**config.mk**
```make
export PLATFORM = sky130hd
export DESIGN_NAME = serial_8bit_subtractor
export DESIGN_NICKNAME = d
export VERILOG_FILES = /design/src/rtl/serial_sub_pkg.sv /design/src/rtl/full_subtractor.sv /design/src/rtl/serial_8bit_subtractor.sv
export SDC_FILE = /design/constraint.sdc
export NUM_CORES = 1
export LEC_CHECK = 0
export ABC_AREA = 1
export CORE_UTILIZATION = 46
export CTS_BUF_LIST = sky130_fd_sc_hd__clkbuf_8
export DETAILED_ROUTE_END_ITERATION = 10
export PLACE_DENSITY = 0.73
export SYNTH_ARGS = -nofsm -noshare
export SYNTH_HDL_FRONTEND = slang
export SYNTH_SLANG_ARGS = --single-unit
```
**constraint.sdc**
```tcl
create_clock -name clk -period 1.75 [get_ports clk]
set_clock_uncertainty 0.2 [all_clocks]
set_input_delay 0.35 -clock clk [delete_from_list [all_inputs] [get_ports clk]]
set_output_delay 0.35 -clock clk [all_outputs]
set_load 0.01 [all_outputs]
```
**src/rtl/serial_sub_pkg.sv**
```systemverilog
// Shared types and defaults for the bit-serial subtractor.
package serial_sub_pkg;

  typedef enum logic [1:0] {
    IDLE  = 2'd0,
    SHIFT = 2'd1,
    DONE  = 2'd2
  } sub_state_t;

  localparam int SUB_WIDTH_DEFAULT = 8;

endpackage

```
**src/rtl/full_subtractor.sv**
```systemverilog
// One-bit combinational full subtractor: d = a - b - bin, bout = borrow out.
module full_subtractor (
  input  logic a,
  input  logic b,
  input  logic bin,
  output logic d,
  output logic bout
);

  assign d    = a ^ b ^ bin;
  assign bout = (~a & b) | (~(a ^ b) & bin);

endmodule

```
**src/rtl/serial_8bit_subtractor.sv**
```systemverilog
// Bit-serial subtractor, LSB first, with valid/ready on both sides.
// Optional signed overflow output enabled by defining SERIAL_SUB_OVERFLOW_EN.
module serial_8bit_subtractor
  import serial_sub_pkg::*;
#(
  parameter int WIDTH = SUB_WIDTH_DEFAULT
) (
  input  logic             clk,
  input  logic             rst_n,
  input  logic             in_valid,
  output logic             in_ready,
  input  logic [WIDTH-1:0] a,
  input  logic [WIDTH-1:0] b,
  input  logic             bin,
  output logic             out_valid,
  input  logic             out_ready,
  output logic [WIDTH-1:0] diff,
`ifdef SERIAL_SUB_OVERFLOW_EN
  output logic             ovf,
`endif
  output logic             bout
);

  localparam int CW = $clog2(WIDTH) + 1;
  localparam logic [CW-1:0]    CNT_ZERO = {CW{1'b0}};
  localparam logic [CW-1:0]    CNT_ONE  = CW'(1);
  localparam logic [CW-1:0]    CNT_LAST = CW'(WIDTH - 1);
  localparam logic [WIDTH-1:0] ZERO_W   = {WIDTH{1'b0}};

  sub_state_t       state_q;
  logic [WIDTH-1:0] sa_q;
  logic [WIDTH-1:0] sb_q;
  logic [WIDTH-1:0] sd_q;
  logic [CW-1:0]    cnt_q;
  logic             br_q;
  logic             d_s;
  logic             bo_s;
`ifdef SERIAL_SUB_OVERFLOW_EN
  logic             ovf_q;
`endif

  full_subtractor u_fs (
    .a    (sa_q[0]),
    .b    (sb_q[0]),
    .bin  (br_q),
    .d    (d_s),
    .bout (bo_s)
  );

  // Control FSM and serial datapath share one register block
  always_ff @(posedge clk or negedge rst_n) begin
    if (!rst_n) begin
      state_q <= IDLE;
      sa_q    <= ZERO_W;
      sb_q    <= ZERO_W;
      sd_q    <= ZERO_W;
      cnt_q   <= CNT_ZERO;
      br_q    <= 1'b0;
`ifdef SERIAL_SUB_OVERFLOW_EN
      ovf_q   <= 1'b0;
`endif
    end else begin
      case (state_q)
        IDLE: begin
          if (in_valid) begin
            state_q <= SHIFT;
            sa_q    <= a;
            sb_q    <= b;
            br_q    <= bin;
            cnt_q   <= CNT_ZERO;
            sd_q    <= ZERO_W;
          end
        end
        SHIFT: begin
          sa_q  <= {1'b0, sa_q[WIDTH-1:1]};
          sb_q  <= {1'b0, sb_q[WIDTH-1:1]};
          sd_q  <= {d_s, sd_q[WIDTH-1:1]};
          br_q  <= bo_s;
          cnt_q <= cnt_q + CNT_ONE;
          if (cnt_q == CNT_LAST) begin
            state_q <= DONE;
`ifdef SERIAL_SUB_OVERFLOW_EN
            // Borrow into the MSB step vs. borrow out of it
            ovf_q   <= br_q ^ bo_s;
`endif
          end
        end
        DONE: begin
          if (out_ready) begin
            state_q <= IDLE;
          end
        end
        default: begin
          state_q <= IDLE;
        end
      endcase
    end
  end

  assign in_ready  = (state_q == IDLE);
  assign out_valid = (state_q == DONE);
  assign diff      = sd_q;
  assign bout      = br_q;
`ifdef SERIAL_SUB_OVERFLOW_EN
  assign ovf       = ovf_q;
`endif

endmodule

```
==> reports/metrics.cfg <==
[synthesis]
syn_area_um2 = 1590
yosysWarnings = 0
ys_types = 24
yosysSeqAreaShare = 0.487
synth_area_per_cell_um2 = 9.36
synth-seq-cells = 31
synthesis.nets = 193
syn_inst = 170

[detailed_routing]
final_antenna_net_count = 0
drt_iter0_drc = 76
first_pass_iters = 4
route.detailed.drc = 0
routed_via_density = 5.09
routedWlPerCell_um = 12.8
drt-total-wl_mm = 3.22
vias = 1278

[timing]
post-route-min-period_ns = 1.69
worst_slew_pin_slew_ns = 0.241
fin_tns_setup_ns = 0
rsz0062_at_grt = false
period_share = 0.965
setup_viol = 0
slew_headroom = 0.839
fmax_mhz = 592
hold_viol_final = 0
maxSlewViolCount = 0

[cells_and_area]
finalNetCount = 229
layout-drive-gt1-share = 0.213
n_fill_cell = 286
area_growth_pct = 27.0
antenna_cells = 0
mostFrequentLayoutCells = nand3_1, nand2_1, dfrtp_1, clkdlybuf4s50_1, nand3_2
final_common_cell = nand3_1

[setup_path]
cp_cell_sequence = nor2_4 > dlygate4sd2_1
cp-start-kind = register
cp-end-kind = output port
cp_top_family = flip-flops
critPathMaxStageDelay_ns = 0.44
worstSetupPathType = reg2out
cp.depth = 2
path_buf_inv = 1
crit_slowest_cell = dfrtp_2
crit_required_ns = 1.20
arrival_ns = 1.14
reg2reg_depth = 6
path_max_fanout = 4

[placement]
dp_hpwl_mm = 2.24
numPortBuffers = 31
place_congestion = 0.780

[clock_tree]
cts-root-buf = clkbuf_8
path_clk_slew_ns = 0.06
clk_latency_ns = 0.28
clockBufferDepth = 2
cts_buffers = 5
cts-htree-levels = 2
cts_tree = yes
cts_sinks = 31

[run_status]
status = finished clean

[power]
power_frac_clock = 0.168
p_seq_frac = 0.400
pwr-share-comb = 0.432
max-vdd-ir-drop_mv = 0.877
net-switching-power_mw = 1.25
leakage_nw = 1.04
power.total_mw = 3.11
sw_frac_of_total = 0.402
power_density_nw_per_um2 = 1540
intPower_mw = 1.86

[global_routing]
grt_pass1_vias = 1239
grt_max_degree = 32
grt_overflow = 0
track_usage = 0.212
grt_pass1_wl_mm = 5.58
antenna_found_initial = 0

[floorplan]
rows = 20
die-height_um = 60.8
coreArea_um2 = 3180
pin_count = 32
die_x_um = 60.8
die-area_um2 = 3700
initial_core_util = 0.501

[min_path]
hold_class = in2async

[run]
max_cap_viol_count = 0

[metal layers]
metal  vias up  track usage  share of wire  wire length [µm]
met2        38        0.349           0.50              1620
met5         -            0              0                 0
met4         0       0.0877          0.017                55
li1        635            -              -                 -
met1       599        0.268           0.43              1400
met3         6       0.0512          0.048               155
[per-stage QoR]
stage | setup WS, ns | hold slack [ns] | area, µm² | cells | util
4_1_cts | 0.00592 | 0.238 | 2010 | 250 | 0.632
5_1_grt | 0.00592 | 0.262 | 2020 | 251 | 0.636
6_report | 0.0608 | 0.236 | 2020 | 251 | 0.636
2_1_floorplan | 0.358 | -0.146 | 1590 | 170 | -
3_5_place_dp | 0.0319 | 0.286 | 1940 | 242 | 0.609
3_3_place_gp | 0.0445 | 0.276 | 1940 | 242 | 0.609
[cells in the mapped netlist]
| cell type | instances | area share |
|---|---|---|
| nand3_1 | 49 | 0.15 |
| dfrtp_1 | 31 | 0.49 |
| nand2_1 | 30 | 0.071 |
| nand3_2 | 12 | 0.075 |
| nand2_2 | 11 | 0.043 |
| inv_1 | 8 | 0.019 |
| o21ai_1 | 4 | 0.013 |
| buf_2 | 3 | 0.0094 |
| buf_4 | 3 | 0.014 |
| nor2_1 | 3 | 0.0071 |
| buf_12 | 2 | 0.025 |
| buf_6 | 2 | 0.014 |
| a21oi_1 | 1 | 0.0031 |
| clkbuf_2 | 1 | 0.0031 |
| fa_1 | 1 | 0.013 |
| ha_1 | 1 | 0.0079 |
| inv_2 | 1 | 0.0024 |
| inv_8 | 1 | 0.0071 |
| nand2_4 | 1 | 0.0071 |
| nand4_1 | 1 | 0.0039 |
| nor2_2 | 1 | 0.0039 |
| nor2_4 | 1 | 0.0071 |
| or2_1 | 1 | 0.0039 |
| xnor2_1 | 1 | 0.0055 |
[power groups by stage]
stage	sequential, mW	combinational (mW)	clock [mW]
floorplan	1.26	1.03	0
global placement	1.25	1.37	0
detailed placement	1.26	1.40	0
CTS	1.25	1.35	0.542
global route	1.29	1.52	0.576
finish	1.24	1.34	0.521
[sequential cells by signal (all words and copies together), names as in the netlist]
name,cells
diff,8
sa_q,8
sb_q,8
cnt_q,4
state_q,2
bout,1
[timing repair]
action	4_1_cts	5_1_grt
endpoints found under the setup margin	9	4
buffers inserted	0	1
hold buffers	0	0
gates resized for setup	10	3
pin swaps	0	0
[cell type report]
type | instances | area [µm²] | area share
Tap cell | 44 | 55.1 | 0.0272
Clock buffer | 5 | 68.8 | 0.0340
Sequential cell | 31 | 777 | 0.384
Timing Repair Buffer | 40 | 398 | 0.197
Inverter | 10 | 45.0 | 0.0223
Clock inverter | 3 | 12.5 | 0.00619
Multi-Input combinational cell | 118 | 666 | 0.329
[logic make-up (layout without fill, tap and decap cells)]
kind of cell / count (synthesis) / in the layout / synth area share
buffers and inverters: 21 / 58 / 0.0943
AO/OA/AOI/OAI: 5 / 5 / 0.0157
flip-flops: 31 / 31 / 0.487
adder cells (fa/ha/maj): 2 / 2 / 0.0204
XOR/XNOR: 1 / 1 / 0.00550
AND/OR/NAND/NOR: 110 / 110 / 0.377
[path summary, 6_finish.rpt]
path                                         from                endpoint  slack, ns
setup / recovery           state_q[0]$_DFFE_PN0P_                in_ready       0.06
hold / removal                              rst_n     diff[0]$_DFFE_PN0P_       0.24
setup reg to reg           state_q[1]$_DFFE_PN0P_     sb_q[2]$_DFFE_PN0P_       0.21
hold reg to reg               diff[1]$_DFFE_PN0P_     diff[0]$_DFFE_PN0P_       0.30
max in group asynchronous                   rst_n  state_q[0]$_DFFE_PN0P_       0.94
min in group clk              diff[1]$_DFFE_PN0P_     diff[0]$_DFFE_PN0P_       0.30
Note: power is estimated with default switching activity, not from simulation.
